File: config.mk
export PLATFORM = sky130hd
export DESIGN_NAME = line_drive_ctrl_flat
export DESIGN_NICKNAME = d
export VERILOG_FILES = /design/src/rtl/line_drive_ctrl_pkg.sv /design/src/rtl/line_drive_ctrl_if.sv /design/src/rtl/line_drive_ctrl_drive_pwm_gen.sv /design/src/rtl/line_drive_ctrl.sv /design/src/flat_wrapper.sv
export SDC_FILE = /design/constraint.sdc
export NUM_CORES = 1
export LEC_CHECK = 0
export BUFFER_PORTS_ARGS = -buffer_cell sky130_fd_sc_hd__buf_4
export CAP_MARGIN = 15
export CORE_UTILIZATION = 40
export DETAILED_ROUTE_END_ITERATION = 10
export PLACE_DENSITY = 0.63
export SETUP_SLACK_MARGIN = 0.2
export SYNTH_ARGS = -nofsm -noshare
export SYNTH_HDL_FRONTEND = slang
export SYNTH_SLANG_ARGS = --single-unit
File: constraint.sdc
create_clock -name clk -period 12.55 [get_ports clk]
set_clock_uncertainty 0.15 [all_clocks]
set_input_delay 0.6275 -clock clk [delete_from_list [all_inputs] [get_ports clk]]
set_output_delay 0.6275 -clock clk [all_outputs]
set_load 0.005 [all_outputs]
File: src/rtl/line_drive_ctrl_pkg.sv
// Shared types for the line-following drive controller: steering state
// encoding, H-bridge direction codes and the line-error width helper.
package line_drive_pkg;

  typedef enum logic [2:0] {
    ST_IDLE     = 3'd0,
    ST_STRAIGHT = 3'd1,
    ST_TURN_L   = 3'd2,
    ST_TURN_R   = 3'd3,
    ST_SHARP_L  = 3'd4,
    ST_SHARP_R  = 3'd5,
    ST_SEARCH   = 3'd6,
    ST_STOP     = 3'd7
  } state_e;

  localparam logic [1:0] DIR_FWD = 2'b10;
  localparam logic [1:0] DIR_REV = 2'b01;
  localparam logic [1:0] DIR_BRK = 2'b00;

  // Signed width that holds any weighted sum of n sensors without overflow.
  function automatic int err_w(input int n);
    return $clog2(n * n) + 2;
  endfunction

endpackage

File: src/rtl/line_drive_ctrl_if.sv
// Sensor-side inputs and motor-side outputs of the drive controller.
interface line_drive_ctrl_if #(
  parameter int N_SENS = 5
);
  logic              en;
  logic [N_SENS-1:0] sens;
  logic              obstacle;
  logic              pwm_l;
  logic              pwm_r;
  logic [1:0]        dir_l;
  logic [1:0]        dir_r;
  logic [2:0]        state;
  logic              lost;

  modport master (output en, sens, obstacle,
                  input  pwm_l, pwm_r, dir_l, dir_r, state, lost);
  modport slave  (input  en, sens, obstacle,
                  output pwm_l, pwm_r, dir_l, dir_r, state, lost);
endinterface

File: src/rtl/line_drive_ctrl_drive_pwm_gen.sv
// Free-running PWM counter, period-wrap strobe and per-wheel duty/dir regs.
// LINE_DRIVE_SOFTSTART_EN enables the per-period duty ramp.
module drive_pwm_gen
  import line_drive_pkg::*;
#(
  parameter int PWM_W     = 8,
  parameter int RAMP_STEP = 16
) (
  input  logic                  clk,
  input  logic                  rst,
  input  logic                  i_kill,
  input  logic                  i_cut,
  input  logic [1:0][PWM_W-1:0] i_tgt_duty,
  input  logic [1:0][1:0]       i_tgt_dir,
  output logic                  o_wrap,
  output logic [1:0]            o_pwm,
  output logic [1:0][1:0]       o_dir
);

`ifdef LINE_DRIVE_SOFTSTART_EN
  localparam int STEP = RAMP_STEP;
  localparam bit SOFT = 1'b1;
`else
  // A step wider than the duty range makes every ramp land on target at once.
  localparam int STEP = RAMP_STEP + (1 << PWM_W);
  localparam bit SOFT = 1'b0;
`endif

  logic [PWM_W-1:0]            r_cnt;
  logic [PWM_W-1:0]            w_cnt_nxt;
  logic [1:0][PWM_W-1:0]       r_duty;
  logic [1:0][PWM_W-1:0]       w_duty_nxt;
  logic [1:0][1:0]             r_dir;
  logic [1:0][1:0]             w_dir_nxt;
  logic [1:0]                  r_pwm;

  function automatic logic [PWM_W-1:0] ramp(input logic [PWM_W-1:0] cur,
                                            input logic [PWM_W-1:0] tgt);
    int c;
    int t;
    c = int'(cur);
    t = int'(tgt);
    if (t > c + STEP) return PWM_W'(c + STEP);
    if (t < c - STEP) return PWM_W'(c - STEP);
    return tgt;
  endfunction

  assign o_wrap    = (r_cnt == '1);
  assign w_cnt_nxt = r_cnt + 1'b1;

  always_comb begin
    w_duty_nxt = r_duty;
    w_dir_nxt  = r_dir;
    for (int w = 0; w < 2; w++) begin
      if (i_kill || (o_wrap && i_cut)) begin
        w_duty_nxt[w] = '0;
        w_dir_nxt[w]  = DIR_BRK;
      end else if (o_wrap) begin
        // A reversal first bleeds the wheel down to zero under the old dir.
        if (SOFT && (r_dir[w] != i_tgt_dir[w]) && (r_duty[w] != '0)) begin
          w_duty_nxt[w] = ramp(r_duty[w], '0);
        end else begin
          w_dir_nxt[w]  = i_tgt_dir[w];
          w_duty_nxt[w] = ramp(r_duty[w], i_tgt_duty[w]);
        end
      end
    end
  end

  always_ff @(posedge clk) begin
    if (rst) begin
      r_cnt  <= '0;
      r_duty <= '0;
      r_dir  <= '0;
      r_pwm  <= '0;
    end else begin
      r_cnt  <= w_cnt_nxt;
      r_duty <= w_duty_nxt;
      r_dir  <= w_dir_nxt;
      for (int w = 0; w < 2; w++) r_pwm[w] <= (w_cnt_nxt < w_duty_nxt[w]);
    end
  end

  assign o_pwm = r_pwm;
  assign o_dir = r_dir;

endmodule

File: src/rtl/line_drive_ctrl.sv
// Line-following drive controller: sensor sync, line-error classifier and
// steering FSM feeding drive_pwm_gen (soft-start via LINE_DRIVE_SOFTSTART_EN).
module line_drive_ctrl
  import line_drive_pkg::*;
#(
  parameter int N_SENS       = 5,
  parameter int PWM_W        = 8,
  parameter int SPEED_FAST   = 200,
  parameter int SPEED_TURN   = 120,
  parameter int SPEED_SHARP  = 150,
  parameter int SHARP_TH     = 4,
  parameter int LOST_PERIODS = 64,
  parameter int RAMP_STEP    = 16
) (
  input  logic               clk,
  input  logic               rst,
  line_drive_ctrl_if.slave   bus
);

  localparam int EW = err_w(N_SENS);
  localparam int LW = $clog2(LOST_PERIODS + 1);
  localparam logic signed [EW-1:0] TH = EW'(SHARP_TH);
  localparam logic [PWM_W-1:0] D_FAST  = PWM_W'(SPEED_FAST);
  localparam logic [PWM_W-1:0] D_TURN  = PWM_W'(SPEED_TURN);
  localparam logic [PWM_W-1:0] D_SHARP = PWM_W'(SPEED_SHARP);

  logic [N_SENS-1:0]     r_s1, r_s2;
  logic signed [EW-1:0]  w_err;
  state_e                w_cls;
  state_e                r_state, w_nxt;
  logic                  r_lost, w_lost_nxt;
  logic [LW-1:0]         r_scnt, w_scnt_nxt;
  logic                  r_side, w_side_nxt;  // 0 = left, 1 = right
  logic                  w_wrap, w_kill, w_cut;
  logic [1:0][PWM_W-1:0] w_tgt_duty;
  logic [1:0][1:0]       w_tgt_dir;
  logic [1:0]            w_pwm;
  logic [1:0][1:0]       w_dir;

  always_ff @(posedge clk) begin
    if (rst) begin
      r_s1 <= '0;
      r_s2 <= '0;
    end else begin
      r_s1 <= bus.sens;
      r_s2 <= r_s1;
    end
  end

  // Sensor i weighs 2i-(N-1): negative means the line sits left of centre.
  always_comb begin
    w_err = '0;
    for (int i = 0; i < N_SENS; i++)
      if (r_s2[i]) w_err = w_err + EW'(2 * i - (N_SENS - 1));
  end

  always_comb begin
    w_cls = ST_STRAIGHT;
    if (r_s2 == '0)        w_cls = ST_SEARCH;
    else if (w_err <= -TH) w_cls = ST_SHARP_L;
    else if (w_err[EW-1])  w_cls = ST_TURN_L;
    else if (w_err >= TH)  w_cls = ST_SHARP_R;
    else if (w_err != '0)  w_cls = ST_TURN_R;
  end

  always_comb begin
    w_nxt      = r_state;
    w_lost_nxt = r_lost;
    w_scnt_nxt = r_scnt;
    w_side_nxt = r_side;
    if (!bus.en) begin
      w_nxt      = ST_IDLE;
      w_lost_nxt = 1'b0;
      w_scnt_nxt = '0;
    end else if (bus.obstacle) begin
      w_nxt = ST_STOP;
    end else if (w_wrap && !(r_state == ST_STOP && r_lost)) begin
      w_nxt      = w_cls;
      w_scnt_nxt = '0;
      if (w_cls == ST_SEARCH && r_state == ST_SEARCH) begin
        if (r_scnt == LW'(LOST_PERIODS - 1)) begin
          w_nxt      = ST_STOP;
          w_lost_nxt = 1'b1;
        end else begin
          w_scnt_nxt = r_scnt + 1'b1;
        end
      end
      if (w_nxt == ST_TURN_L || w_nxt == ST_SHARP_L) w_side_nxt = 1'b0;
      if (w_nxt == ST_TURN_R || w_nxt == ST_SHARP_R) w_side_nxt = 1'b1;
    end
  end

  always_ff @(posedge clk) begin
    if (rst) begin
      r_state <= ST_IDLE;
      r_lost  <= 1'b0;
      r_scnt  <= '0;
      r_side  <= 1'b0;
    end else begin
      r_state <= w_nxt;
      r_lost  <= w_lost_nxt;
      r_scnt  <= w_scnt_nxt;
      r_side  <= w_side_nxt;
    end
  end

  // Targets follow the state being loaded so duty and state change together.
  always_comb begin
    w_tgt_dir  = {DIR_BRK, DIR_BRK};
    w_tgt_duty = '0;
    unique case (w_nxt)
      ST_STRAIGHT: begin w_tgt_dir = {DIR_FWD, DIR_FWD}; w_tgt_duty = {D_FAST, D_FAST};   end
      ST_TURN_L:   begin w_tgt_dir = {DIR_FWD, DIR_FWD}; w_tgt_duty = {D_FAST, D_TURN};   end
      ST_TURN_R:   begin w_tgt_dir = {DIR_FWD, DIR_FWD}; w_tgt_duty = {D_TURN, D_FAST};   end
      ST_SHARP_L:  begin w_tgt_dir = {DIR_FWD, DIR_REV}; w_tgt_duty = {D_SHARP, D_SHARP}; end
      ST_SHARP_R:  begin w_tgt_dir = {DIR_REV, DIR_FWD}; w_tgt_duty = {D_SHARP, D_SHARP}; end
      ST_SEARCH: begin
        w_tgt_dir  = w_side_nxt ? {DIR_REV, DIR_FWD} : {DIR_FWD, DIR_REV};
        w_tgt_duty = {D_SHARP, D_SHARP};
      end
      default: ;
    endcase
  end

  assign w_kill = !bus.en || bus.obstacle;
  assign w_cut  = (w_nxt == ST_IDLE) || (w_nxt == ST_STOP);

  drive_pwm_gen #(
    .PWM_W     (PWM_W),
    .RAMP_STEP (RAMP_STEP)
  ) u_pwm (
    .clk        (clk),
    .rst        (rst),
    .i_kill     (w_kill),
    .i_cut      (w_cut),
    .i_tgt_duty (w_tgt_duty),
    .i_tgt_dir  (w_tgt_dir),
    .o_wrap     (w_wrap),
    .o_pwm      (w_pwm),
    .o_dir      (w_dir)
  );

  assign bus.pwm_l = w_pwm[0];
  assign bus.pwm_r = w_pwm[1];
  assign bus.dir_l = w_dir[0];
  assign bus.dir_r = w_dir[1];
  assign bus.state = r_state;
  assign bus.lost  = r_lost;

endmodule

File: src/flat_wrapper.sv
// flat-port wrapper written by rule: the top's interface ports become plain ports
module line_drive_ctrl_flat import line_drive_pkg::*;
#(
  parameter int N_SENS       = 5,
  parameter int PWM_W        = 8,
  parameter int SPEED_FAST   = 200,
  parameter int SPEED_TURN   = 120,
  parameter int SPEED_SHARP  = 150,
  parameter int SHARP_TH     = 4,
  parameter int LOST_PERIODS = 64,
  parameter int RAMP_STEP    = 16
)
  (clk, rst, bus_en, bus_sens, bus_obstacle, bus_pwm_l, bus_pwm_r, bus_dir_l, bus_dir_r, bus_state, bus_lost);
  line_drive_ctrl_if #(.N_SENS(N_SENS)) bus_i ();
  input  logic clk;
  input  logic rst;
  input wire logic [$bits(bus_i.en)-1:0] bus_en;
  input wire logic [$bits(bus_i.sens)-1:0] bus_sens;
  input wire logic [$bits(bus_i.obstacle)-1:0] bus_obstacle;
  output wire logic [$bits(bus_i.pwm_l)-1:0] bus_pwm_l;
  output wire logic [$bits(bus_i.pwm_r)-1:0] bus_pwm_r;
  output wire logic [$bits(bus_i.dir_l)-1:0] bus_dir_l;
  output wire logic [$bits(bus_i.dir_r)-1:0] bus_dir_r;
  output wire logic [$bits(bus_i.state)-1:0] bus_state;
  output wire logic [$bits(bus_i.lost)-1:0] bus_lost;
  assign bus_i.en = bus_en;
  assign bus_i.sens = bus_sens;
  assign bus_i.obstacle = bus_obstacle;
  assign bus_pwm_l = bus_i.pwm_l;
  assign bus_pwm_r = bus_i.pwm_r;
  assign bus_dir_l = bus_i.dir_l;
  assign bus_dir_r = bus_i.dir_r;
  assign bus_state = bus_i.state;
  assign bus_lost = bus_i.lost;
  line_drive_ctrl #(.N_SENS(N_SENS), .PWM_W(PWM_W), .SPEED_FAST(SPEED_FAST), .SPEED_TURN(SPEED_TURN), .SPEED_SHARP(SPEED_SHARP), .SHARP_TH(SHARP_TH), .LOST_PERIODS(LOST_PERIODS), .RAMP_STEP(RAMP_STEP)) u_core (.clk(clk), .rst(rst), .bus(bus_i));
endmodule
# --- After elaboration in Yosys (flattened, before gate mapping) ---
# Cells that the tools add are included.
word_totals:
  regBits: 52
  output_inout_bits: 10
  word_cells: 120
op_classes:
  n_addsub: 9
  n_lt_le_gt_ge: 8
  n_eq_ne: 16
  mux: 53
  n_bitwise: 2
  reduce_logical: 20
ops:
  columns: ["cell", "n"]
  rows:
  - ["8-bit 2-to-1 mux", 12]
  - ["9-bit by 32-bit greater-than comparator with 1-bit output", 2]
  - ["9-bit by 32-bit < comparator with 1-bit output", 2]
  - ["16-bit one-hot mux with 4 select lines", 1]
  - ["7-bit 2-to-1 mux", 6]
  - ["3-bit 2-to-1 mux", 12]
  - ["3-bit == test (second input constant)", 9]
  - ["8-bit by 9-bit adder with 10-bit output (second input constant)", 2]
  - ["8-bit by 9-bit subtractor with 10-bit output (second input constant)", 2]
  - ["1-bit 2-to-1 mux", 19]
  - ["8-bit < comparator", 2]
  - ["4-bit one-hot mux with 4 select lines", 1]
  - ["3-bit by 2-bit == test with 1-bit output (second input constant)", 4]
  - ["8-bit by 1-bit adder with 8-bit output (second input constant)", 1]
  - ["8-bit == test (second input constant)", 1]
  - ["7-bit by 1-bit adder with 7-bit output (second input constant)", 1]
  - ["7-bit by 2-bit adder with 7-bit output (second input constant)", 1]
  - ["7-bit by 3-bit adder with 7-bit output (second input constant)", 1]
  - ["7-bit by 4-bit adder with 7-bit output (second input constant)", 1]
  - ["7-bit by 6-bit == test with 1-bit output (second input constant)", 1]
  - ["7-bit by 4-bit >= comparator with 1-bit output (second input constant)", 1]
  - ["7-bit by 3-bit <= comparator with 1-bit output (second input constant)", 1]
  - ["7-bit nonzero test", 1]
  - ["3-bit OR reduction", 2]
  - ["other kinds (12)", 22]

# --- Logic depth before layout (Yosys ltp) ---
# Gate-level depths: netlist (run 1).
depth:
  word_depth: 37
  depth_mapped: 30
  depth_no_buf: 28

# --- Hierarchy ---
# From an unflattened synthesis (run 1), not the netlist that was laid out.
unflattened:
  cells_unflattened: 435
  area_unflattened_um2: 3686.0
by_module_without_submodules:
  columns: ["mod", "instances", "cells_each", "area_each_um2", "seq_area_each_um2"]
  rows:
  - ["drive_pwm_gen", 1, 238, 2092.0, 600.6]
  - ["line_drive_ctrl", 1, 197, 1594.0, 440.4]

# --- Worst setup path after synthesis (run 1) ---
# Ideal clock, no wire load.
synth_timing:
  path_type: "reg2reg"
  start: "register u_core.r_s2[1]"
  end: "register u_core.u_pwm.r_pwm[1], in the netlist u_core.u_pwm.o_pwm[1]"
  setup_time_ns: 0.070
  arrival_ns: 5.376
  required_time_ns: 12.330
  slack_ns: 6.954
  stages_incl_launch_ff: 27
  path_buffers: 2
  cell_sequence: "dfxtp_1 -> buf_6 -> inv_1 -> ha_1 -> buf_2 -> nand2_1 -> nand2_1 -> a21boi_0 -> ha_1 -> mux2_2 -> a2111o_1 -> a211oi_2 -> nor3_2 -> a211oi_2 -> ha_1 -> o21a_1 -> o22ai_1 -> a211o_1 -> and2_1 -> mux2_2 -> nand2_1 -> ha_1 -> a21o_1 -> a21oi_1 -> and3_1 -> nand3_1 -> a21oi_1"
synth_via:
  elab_chain_cells: 33
synth_lines:
  columns: ["element", "line", "source"]
  rows:
  - ["start, declared", "line_drive_ctrl.sv:27", "logic [N_SENS-1:0] r_s1, r_s2;"]
  - ["start signal, assigned", "line_drive_ctrl.sv:46", "r_s2 <= r_s1;"]
  - ["parallel branches: the longest is 10 deep, another holds 7-bit by 3-bit adder with 7-bit output", null, null]
  - ["3-bit 2-to-1 mux *", "line_drive_ctrl.sv:59", "if (r_s2 == '0) w_cls = ST_SEARCH;"]
  - ["3-bit == test", "line_drive_ctrl.sv:80", "if (w_cls == ST_SEARCH && r_state == ST_SEARCH) begin"]
  - ["1-bit logical AND", "line_drive_ctrl.sv:80", null]
  - ["3-bit 2-to-1 mux *", "line_drive_ctrl.sv:80", null]
  - ["3-bit 2-to-1 mux *", "line_drive_ctrl.sv:77", "end else if (w_wrap && !(r_state == ST_STOP && r_lost)) begin"]
  - ["3-bit 2-to-1 mux *", "line_drive_ctrl.sv:75", "end else if (bus.obstacle) begin"]
  - ["3-bit 2-to-1 mux *", "line_drive_ctrl.sv:71", "if (!bus.en) begin"]
  - ["(+7 left out)", null, null]
  - ["1-bit 2-to-1 mux (2 in series)", "line_drive_ctrl_drive_pwm_gen.sv:44", "if (t < c - STEP) return PWM_W'(c - STEP);"]
  - ["1-bit 2-to-1 mux", "line_drive_ctrl_drive_pwm_gen.sv:58", "end else if (o_wrap) begin"]
  - ["1-bit 2-to-1 mux", "line_drive_ctrl_drive_pwm_gen.sv:55", "if (i_kill || (o_wrap && i_cut)) begin"]
  - ["8-bit 2-to-1 mux", "line_drive_ctrl_drive_pwm_gen.sv:45", "return tgt;"]
  - ["8-bit 2-to-1 mux", "line_drive_ctrl_drive_pwm_gen.sv:44", null]
  - ["8-bit 2-to-1 mux", "line_drive_ctrl_drive_pwm_gen.sv:58", null]
  - ["8-bit 2-to-1 mux *", "line_drive_ctrl_drive_pwm_gen.sv:55", null]
  - ["8-bit < comparator *", "line_drive_ctrl_drive_pwm_gen.sv:80", "for (int w = 0; w < 2; w++) r_pwm[w] <= (w_cnt_nxt < w_duty_nxt[w]);"]
  - ["end signal, assigned", "line_drive_ctrl_drive_pwm_gen.sv:75", "r_pwm <= '0;"]
  - ["end, declared", "line_drive_ctrl_drive_pwm_gen.sv:35", "logic [1:0] r_pwm;"]
# Mark *: on every way between the ends. The select of a mux whose other input is x is not followed.
# A chain may end at the register's enable or synchronous reset.

# --- Final worst setup path (run 1) ---
layout_timing:
  start: "register u_core.r_s2[1]"
  end: "register u_core.u_pwm.r_pwm[0], in the netlist u_core.u_pwm.o_pwm[0]"
# Same word-level chain as after synthesis.

==> flow_summary.ini, run 1 <==
[run_status]
status = complete, no violations

[synthesis]
async_reset_ff_frac = 0
synthFlopType = dfxtp_1
syn_nets = 463
synth_area_leaders = dfxtp_1, ha_1, nor2b_1
syn_area_um2 = 3560
synth_seq_cells = 52
yosysUniqueCellTypes = 68
synth_enable_flop_cells = 0
synth_area_per_cell_um2 = 8.57
netlist_instances = 416
synth_top_cell_by_area = dfxtp_1
yosysWarnings = 0
synth_seq_area_share = 0.292
synth_top_cell_area_share = 0.292

[worst_setup_path]
crit_fanout = 15
cp_data_arrival_time_ps = 6840
timing.rr.start = u_core.r_s2[1]$_SDFF_PP0_
startpoint_type = register
reg2regPathDepth = 24
criticalPathCategory = reg2reg
cp.required_ps = 12640
crit_family = compound AO/OA/AOI/OAI gates
rrSetupSlack_ps = 5800
cp_slowest_cell = a211oi_2
crit_top_cell = ha_1
worstReg2RegEnd = u_core.u_pwm.o_pwm[0]$_SDFF_PP0_
crit_chain = inv_1, ha_1, and3b_1, or2_2, ha_1, mux2_2, a2111o_1, a211oi_2, nor3_2, a211oi_2, ha_1, o21a_1, o22ai_1, a211oi_1, nor2_1, inv_1, o31a_1, nand2b_1, ha_1, a21oi_1, nor2b_1, o21ai_0, o211ai_1, a21oi_1
critPathBufInv = 2
cp-end-kind = register
cpPeakStageDelay_ps = 640

[power_and_ir_drop]
p_per_area_nw_per_um2 = 91.3
p_total_uw = 355
leakagePower_uw = 0.00144
ir_drop_mv = 0.0389

[timing]
rsz0062_at_grt = no
worst_pin_slew_ps = 979
finalSetupViolCount = 0
hold_viol = 0
period_share = 0.538
fin_tns_setup_ps = 0
fmax_ghz = 0.148
drv_slew = 0
slew_headroom = 0.347
period_minus_slack_ps = 6750

[cells_and_area]
fillers = 914
syn_to_final_growth_pct = 8.95
final_area_um2 = 3880
nNetsFinal = 474
drive_gt1_frac = 0.133
antenna_cells = 0
final_util = 0.448

[worst_hold_path]
holdCritPathClass = reg2reg
min_path_cells = 2
hold_start = u_core.r_scnt[6]$_SDFFE_PP0P_
min_to = u_core.r_scnt[6]$_SDFFE_PP0P_

[die]
initial_core_util = 0.411
num_io_pins = 19
dieArea_um2 = 9290
die_w_um = 96.4
die_h_um = 96.4
num_rows = 34
core_um2 = 8680

[cts]
cts_tree = done
cts_buffers = 5
clk_pin_slew_ps = 100
htree_num_levels = 2
post_cts_resized = 0
post-cts-setup-buffers = 0
cts_hold_buf = 0
cts_root_buf = clkbuf_8
clockBufferDepth = 2
cts.sinks = 52
clock_latency_ps = 300

[global_route]
grt_max_degree = 27
grt_overflow_total = 0
track_usage = 0.181
antenna_found_initial = 0
grt_pass1_vias = 2775
grt_pass1_wl_um = 13200

[place]
placed_area_um2 = 3760
gp_congestion = 0.831
hpwl_um = 5960
port_buffers = 18

[detailed_routing]
wirelength_um = 7800
via_count = 2949
wl_per_cell_um = 14.6
firstDrtPassIters = 4
via_per_inst = 5.50
antenna_left = 0
drt-initial-drc-count = 150
drc = 0

[flow_run]
maxCapViolCount = 0
final cells by class:
class / count / area [µm²] / area share
sequential: 52 / 1040 / 0.268
clock buffer: 7 / 96.3 / 0.0248
clock inverter: 1 / 30.0 / 0.00773
inverter: 16 / 60.1 / 0.0155
tap: 108 / 135 / 0.0348
multi-input combinational: 334 / 2390 / 0.614
timing repair buffer: 18 / 135 / 0.0348
state kept, by name, summed over array words and instances, names as in the netlist, 2 cells and up:
name	flops
u_core.bus.state	3
u_core.r_s1	5
u_core.r_s2	5
u_core.r_scnt	7
u_core.u_pwm.o_dir	4
u_core.u_pwm.o_pwm	2
u_core.u_pwm.r_cnt	8
u_core.u_pwm.r_duty	16
layout by cell type (no fill, tap or decap), types with 3 or more instances in the layout:
cell type / netlist / routed
o211ai_1: 5 / 5
and2_1: 3 / 3
mux2_2: 7 / 7
clkbuf_8: 0 / 7
a31o_2: 4 / 4
nor3b_2: 4 / 4
xor2_1: 6 / 6
nor2b_1: 29 / 29
nand4_1: 12 / 12
o21ai_0: 12 / 12
nand3b_1: 6 / 6
buf_4: 1 / 18
xnor2_1: 9 / 9
o22ai_1: 3 / 3
a21oi_1: 20 / 20
nand2_1: 44 / 44
a31oi_1: 4 / 4
dfxtp_1: 52 / 52
inv_1: 16 / 16
nand3_1: 12 / 12
a21o_1: 5 / 5
or3_1: 3 / 3
and3_1: 5 / 5
nor2_1: 35 / 35
nand4b_1: 3 / 3
nand2b_1: 6 / 6
a211o_1: 3 / 3
nor3_1: 6 / 6
o31a_1: 3 / 3
ha_1: 38 / 38
layer usage:
metal	vias up	global-route usage	wire length [µm]
met1	1380	0.252	4060
met5	-	0	0
met3	8	0.0321	192
li1	1517	-	-
met4	0	0.0490	93
met2	44	0.288	3460
per-stage QoR:
step	hold WS, ps	setup WS, ps	std cells
after floorplan	263	6950	416
after global placement	273	6220	528
after detailed placement	277	5870	528
after CTS	296	5830	536
after global routing	303	5240	536
final	290	5800	536
logic make-up after synthesis:
group	count (synthesis)	share of synthesized area
compound gates	88	0.189
xor+xnor	15	0.0369
fa+ha+maj	38	0.133
buf+inv	30	0.0386
flops	52	0.292
mux	9	0.0277
simple gates	184	0.283
synthesized netlist by cell type, types with 7 or more instances:
master   number
a21oi_1      20
dfxtp_1      52
ha_1         38
inv_1        16
mux2_2        7
nand2_1      44
nand3_1      12
nand4_1      12
nor2_1       35
nor2b_1      29
o21ai_0      12
xnor2_1       9
worst min-delay path, delay by kind of cell, from the launching register on:
| kind | cells | cell delay, ps |
|---|---|---|
| flops | 1 | 320 |
| simple gates | 1 | 50 |
| compound gates | 1 | 30 |
report_power, final:
group / leakage [µW] / switching [µW] / internal, µW / total (µW)
Clock: 0.0000645 / 54.9 / 70.4 / 125
Sequential: 0.000422 / 4.02 / 169 / 173
Combinational: 0.000954 / 31.7 / 24.9 / 56.6
Total: 0.00144 / 90.6 / 264 / 355
how the worst max path moves through the flow:
stage,slack [ps],from,cells after the start,end
finish,5800,u_core.r_s2[1]$_SDFF_PP0_,24,u_core.u_pwm.o_pwm[0]$_SDFF_PP0_
CTS,5830,u_core.r_s2[1]$_SDFF_PP0_,25,u_core.u_pwm.o_pwm[0]$_SDFF_PP0_
detailed placement,5870,u_core.r_s2[1]$_SDFF_PP0_,25,u_core.u_pwm.o_pwm[0]$_SDFF_PP0_
global placement,6220,u_core.r_s2[1]$_SDFF_PP0_,25,u_core.u_pwm.o_pwm[0]$_SDFF_PP0_
global route,5240,u_core.r_s2[1]$_SDFF_PP0_,25,u_core.u_pwm.o_pwm[0]$_SDFF_PP0_
floorplan,6950,u_core.r_s2[1]$_SDFF_PP0_,26,u_core.u_pwm.o_pwm[1]$_SDFF_PP0_
No activity file was read; power rests on OpenSTA's default activity.
==> inputs of run 2 (changes only) <==
==> constraint.sdc (replaced) <==
create_clock -name clk -period 6.3 [get_ports clk]
set_clock_uncertainty 0.15 [all_clocks]
set_input_delay 0.315 -clock clk [delete_from_list [all_inputs] [get_ports clk]]
set_output_delay 0.315 -clock clk [all_outputs]
set_load 0.005 [all_outputs]
==> run 2 against run 1 <==
Via count increased by 2.0%; first-iteration DRC count up 19%; die area did not move; sequential cell count unchanged; highest routed layer unchanged; non-clock buffer count increased by 11; combinational power is 120% higher; critical endpoint is now u_core.u_pwm.o_pwm[1]$_SDFF_PP0_; routed wire length increased by 1.6%.
==> flow_summary.ini, run 2 (synthesis gave the netlist of run 1 again) <==
[run_status]
status = complete, no violations

[global_route]
grt_max_degree = 27
track_usage = 0.184
antenna_found_initial = 0
grt_overflow_total = 0
grt_pass1_wl_um = 13300
grt_pass1_vias = 2766

[worst_setup_path]
startpoint_type = register
endpoint = u_core.u_pwm.o_pwm[1]$_SDFF_PP0_
timing.rr.start = u_core.r_s2[1]$_SDFF_PP0_
cp.required_ps = 6400
worstSetupStartpoint = u_core.r_s2[1]$_SDFF_PP0_
cp-end-kind = register
crit_fanout = 5
criticalPathCategory = reg2reg
worstReg2RegEnd = u_core.u_pwm.o_pwm[1]$_SDFF_PP0_
rrSetupSlack_ps = 540
reg2regPathDepth = 25
cp_data_arrival_time_ps = 5860

[power_and_ir_drop]
p_per_area_nw_per_um2 = 166
ir_drop_mv = 0.0849
leakagePower_uw = 0.00150

[cells_and_area]
reg.largest.list = u_core.u_pwm.r_duty: 16 flops, u_core.u_pwm.r_cnt: 8 flops, u_core.r_scnt: 7 flops
nNetsFinal = 485
drive_gt1_frac = 0.180
layout_commonest_cell = dfxtp_1
final_area_um2 = 4000
final_util = 0.461
mostFrequentLayoutCells = dfxtp_1, nand2_1, ha_1, nor2_1
regMostFlops = u_core.u_pwm.r_duty
largest_reg_flops = 16
antenna_cells = 0
syn_to_final_growth_pct = 12.2

[detailed_routing]
drt-initial-drc-count = 178
antenna_left = 0
via_per_inst = 5.50
wirelength_um = 7930
wl_per_cell_um = 14.5
firstDrtPassIters = 4
via_count = 3008
drc = 0

[die]
core_um2 = 8680
die_w_um = 96.4
initial_core_util = 0.411
die_h_um = 96.4
num_rows = 34
dieArea_um2 = 9290
num_io_pins = 19

[cts]
clock_latency_ps = 310
cts.sinks = 52
cts_root_buf = clkbuf_8
htree_num_levels = 2
cts_hold_buf = 0
cts_tree = done
cts_buffers = 5
clk_pin_slew_ps = 90
clockBufferDepth = 2

[timing]
slew_headroom = 0.466
drv_slew = 0
hold_viol = 0
finalSetupViolCount = 0
fmax_ghz = 0.174
period_share = 0.915
period_minus_slack_ps = 5760
timing.final.ws_setup_ps = 537
rsz0062_at_grt = no
holdWs_ps = 66.7
worst_pin_slew_ps = 801
fin_tns_setup_ps = 0

[place]
port_buffers = 18
hpwl_um = 6010
placed_area_um2 = 3830
gp_congestion = 0.820
preCtsSetupSlack_ps = 377

[flow_run]
maxCapViolCount = 0

[worst_hold_path]
holdCritPathClass = in2reg
run 2: cell types whose count changed in the layout (fill, tap and decap cells not counted), moves of 2 or more:
cell | before | now
dfxtp_1 | 52 | 50
buf_4 | 18 | 29
dfxtp_2 | 0 | 2
o21ai_0 | 12 | 9
clkinv_2 | 0 | 2
o21ai_1 | 0 | 2
run 2: worst min-delay path by stage:
stage                                        endpoint                         startpoint  depth (start not counted)
finish                      u_core.r_s1[0]$_SDFF_PP0_                        bus_sens[0]                          2
global route                u_core.r_s1[3]$_SDFF_PP0_                        bus_sens[3]                          2
CTS                         u_core.r_s1[1]$_SDFF_PP0_                        bus_sens[1]                          2
detailed placement          u_core.r_s2[3]$_SDFF_PP0_          u_core.r_s1[3]$_SDFF_PP0_                          1
global placement            u_core.r_s2[1]$_SDFF_PP0_          u_core.r_s1[1]$_SDFF_PP0_                          1
floorplan           u_core.u_pwm.r_duty[0]$_SDFF_PP0_  u_core.u_pwm.r_duty[0]$_SDFF_PP0_                          2
run 2: worst max-delay path, stage by stage, from the launching register on:
cell	delay, ps
dfxtp_1	330
inv_1	80
ha_1	310
and3b_1	200
or2_2	290
ha_1	260
mux2_2	300
a2111o_1	490
a211oi_4	340
o31a_1	290
xnor2_2	150
nor2_1	60
ha_1	330
nand2_1	50
o21ai_0	120
o21ai_0	90
a211o_1	320
and2_2	250
mux2_2	280
nand2_1	100
ha_4	210
a21o_1	150
a21oi_1	130
and3_1	170
nand3_1	90
a21oi_2	160
run 2: what timing repair did:
item,4_1_cts,5_1_grt
resized for setup,0,18
setup buffers,0,1
setup endpoints to repair,0,2
run 2: per-stage QoR:
step / instances / total power (µW)
2_1_floorplan: 416 / 434
3_3_place_gp: 538 / 465
3_5_place_dp: 538 / 466
4_1_cts: 546 / 668
5_1_grt: 547 / 701
6_report: 547 / 663
run 2: final cells by class:
| class | count | area (µm²) |
|---|---|---|
| clock buffers | 6 | 82.6 |
| clock inverters | 2 | 10.0 |
| fillers | 875 | 4680 |
| inverters | 16 | 60.1 |
| multi-input cells | 334 | 2450 |
| flip-flops and latches | 52 | 1040 |
| well taps | 108 | 135 |
| repair buffers | 29 | 218 |
run 2: where the power goes:
group / internal, µW / switching, µW / leakage [µW]
Clock: 87.9 / 110 / 0.0000510
Combinational: 55.5 / 67.1 / 0.00102
Sequential: 336 / 7.02 / 0.000423
run 2: metal layers:
| metal | part of all wire | vias to the layer above | global-route usage | wire (µm) |
|---|---|---|---|---|
| li1 | - | 1543 | - | - |
| met4 | 0.015 | 0 | 0.0613 | 116 |
| met1 | 0.51 | 1406 | 0.257 | 4010 |
| met2 | 0.44 | 50 | 0.285 | 3510 |
| met3 | 0.037 | 9 | 0.0305 | 293 |
| met5 | 0 | - | 0 | 0 |
==> inputs of run 3 (changes only) <==
--- a/config.mk
+++ b/config.mk
@@ -5,12 +5,14 @@
 export SDC_FILE = /design/constraint.sdc
 export NUM_CORES = 1
 export LEC_CHECK = 0
-export BUFFER_PORTS_ARGS = -buffer_cell sky130_fd_sc_hd__buf_4
 export CAP_MARGIN = 15
+export CORE_MARGIN = 2
 export CORE_UTILIZATION = 40
 export DETAILED_ROUTE_END_ITERATION = 10
-export PLACE_DENSITY = 0.63
+export DONT_BUFFER_PORTS = 1
+export PLACE_DENSITY = 0.61
 export SETUP_SLACK_MARGIN = 0.2
 export SYNTH_ARGS = -nofsm -noshare
 export SYNTH_HDL_FRONTEND = slang
+export SYNTH_HIERARCHICAL = 1
 export SYNTH_SLANG_ARGS = --single-unit
==> run 3 against run 2 <==
First-iteration DRC count down 38%; global-route usage down 1.5 points; largest cell class unchanged; routed wire length grew 3.8%; combinational power down 4%; register-to-register slack got worse by 30 ps; sequential power is essentially flat; critical path depth rose by 1.
==> flow_summary.ini, run 3 <==
[run_status]
status = complete, no violations

[cells_and_area]
regMostFlops = u_core/u_pwm/r_duty
fillers = 924
multiInputGateArea_um2 = 2570
drive_gt1_frac = 0.125
reg.largest.list = u_core/u_pwm/r_duty: 16 flops, u_core/u_pwm/r_cnt: 8 flops, u_core/r_scnt: 7 flops
syn_to_final_growth_pct = 11.8
mostFrequentLayoutCells = dfxtp_1, nor2_1, ha_1, nand2_1, nor2b_1
final_util = 0.452
seqCellArea_um2 = 1040
largest_reg_flops = 16
nNetsFinal = 503
antenna_cells = 0
layout_commonest_cell = dfxtp_1

[timing]
period_minus_slack_ps = 5790
rsz0062_at_grt = no
period_share = 0.919
worst_pin_slew_ps = 861
hold_viol = 0
finalSetupViolCount = 0
fmax_ghz = 0.173
drv_slew = 0
slew_headroom = 0.426
fin_tns_setup_ps = 0

[detailed_routing]
wirelength_um = 8220
drt-initial-drc-count = 111
antenna_left = 0
drc = 0
via_per_inst = 5.47
firstDrtPassIters = 4
via_count = 3097
wl_per_cell_um = 14.5

[die]
core_um2 = 9110
initial_core_util = 0.405
die_w_um = 100
num_rows = 35
dieArea_um2 = 10000
die_h_um = 100
num_io_pins = 19

[cts]
cts_tree = done
cts_root_buf = clkbuf_8
clockBufferDepth = 2
cts_buffers = 5
clock_latency_ps = 310
cts.sinks = 52
htree_num_levels = 2
clk_pin_slew_ps = 100

[worst_setup_path]
cp.required_ps = 6410
cp-end-kind = register
cp_slowest_cell = dfxtp_1
critPathBufInv = 3
crit_top_cell = ha_1
startpoint_type = register
criticalPathCategory = reg2reg
cpPeakStageDelay_ps = 340
crit_fanout = 6
crit_family = compound AO/OA/AOI/OAI gates
cp_data_arrival_time_ps = 5900

[place]
gp_congestion = 0.896
hpwl_um = 6080
port_buffers = 0

[power_and_ir_drop]
ir_drop_mv = 0.0950
p_per_area_nw_per_um2 = 159
leakagePower_uw = 0.00159

[global_route]
grt_overflow_total = 0
track_usage = 0.168
grt_pass1_wl_um = 13700
antenna_found_initial = 0
grt_max_degree = 27
grt_pass1_vias = 2824

[synthesis]
synth_enable_flop_cells = 0
synth_seq_area_share = 0.282
synth_common_cells = dfxtp_1, nor2_1, ha_1
synthFlopType = dfxtp_1
yosysWarnings = 6
synth_area_leaders = dfxtp_1, ha_1, nor2b_1
yosysUniqueCellTypes = 74
synth_top_cell_area_share = 0.282
yosysMostFrequentCell = dfxtp_1
async_reset_ff_frac = 0
netlist_instances = 435
synth_area_per_cell_um2 = 8.47
synth_seq_cells = 52
syn_area_um2 = 3690
synth_top_cell_by_area = dfxtp_1

[worst_hold_path]
holdCritPathClass = in2reg

[flow_run]
maxCapViolCount = 0
[run 3: area by class of cell]
class                           instances  share of cell area
Clock buffer                            5              0.0167
Sequential cell                        52               0.253
Tap cell                              111              0.0337
Clock inverter                          3             0.00456
Inverter                               18              0.0164
Timing Repair Buffer                   26              0.0516
Multi-Input combinational cell        351               0.624
[run 3: cell families (layout without fill, tap and decap cells)]
family                     count (synthesis)  after routing  share of synthesized area
AOI/OAI and AO/OA                        102            102                      0.215
xor gates and xnor gates                  14             14                     0.0333
adders and majority gates                 40             40                      0.136
buffers and inverters                     35             52                     0.0421
DFF                                       52             52                      0.282
muxes                                     10             10                     0.0272
other                                      1              4                    0.00102
and+or+nand+nor                          181            181                      0.264
[run 3: stage by stage]
| stage | power (µW) | hold slack (ps) | worst slack, ps | std cells | area (µm²) |
|---|---|---|---|---|---|
| 6_report | 654 | 14.6 | 509 | 566 | 4120 |
| 5_1_grt | 692 | 10.8 | 140 | 566 | 4120 |
| 4_1_cts | 653 | 4.94 | 202 | 554 | 3960 |
| 3_5_place_dp | 455 | 241 | 33.7 | 540 | 3810 |
| 3_3_place_gp | 453 | 239 | 265 | 540 | 3810 |
| 2_1_floorplan | 435 | 237 | 268 | 438 | 3700 |
[run 3: power breakdown]
| part | internal [µW] | total, µW | switching (µW) | leakage (µW) |
|---|---|---|---|---|
| Clock | 77.8 | 193 | 115 | 0.0000479 |
| Combinational | 54.0 | 118 | 64.3 | 0.00112 |
| Sequential | 336 | 343 | 6.91 | 0.000422 |
[run 3: path summary, 6_finish.rpt]
kind / slack (ps) / cells past startpoint / start / to
max: 510 / 26 / u_core/r_s2[1]$_SDFF_PP0_ / u_core/u_pwm/o_pwm[0]$_SDFF_PP0_
min: 10 / 2 / bus_obstacle / u_core/bus.state[0]$_SDFF_PP0_
max reg2reg: 510 / 26 / u_core/r_s2[1]$_SDFF_PP0_ / u_core/u_pwm/o_pwm[0]$_SDFF_PP0_
min reg2reg: 290 / 1 / u_core/r_s1[0]$_SDFF_PP0_ / u_core/r_s2[0]$_SDFF_PP0_
[run 3: timing repair]
item,in CTS,in global routing
endpoints found under the hold margin,19,1
setup endpoints to repair,2,2
hold buffers,6,1
pin swaps,2,6
gates resized for setup,2,13
buffers inserted,0,11
[run 3: per-layer routing]
metal / wire length [µm] / track usage / vias to the layer above
li1: - / - / 1590
met3: 227 / 0.0279 / 4
met2: 3890 / 0.275 / 36
met1: 4060 / 0.234 / 1467
met4: 51 / 0.0400 / 0
met5: 0 / 0 / -
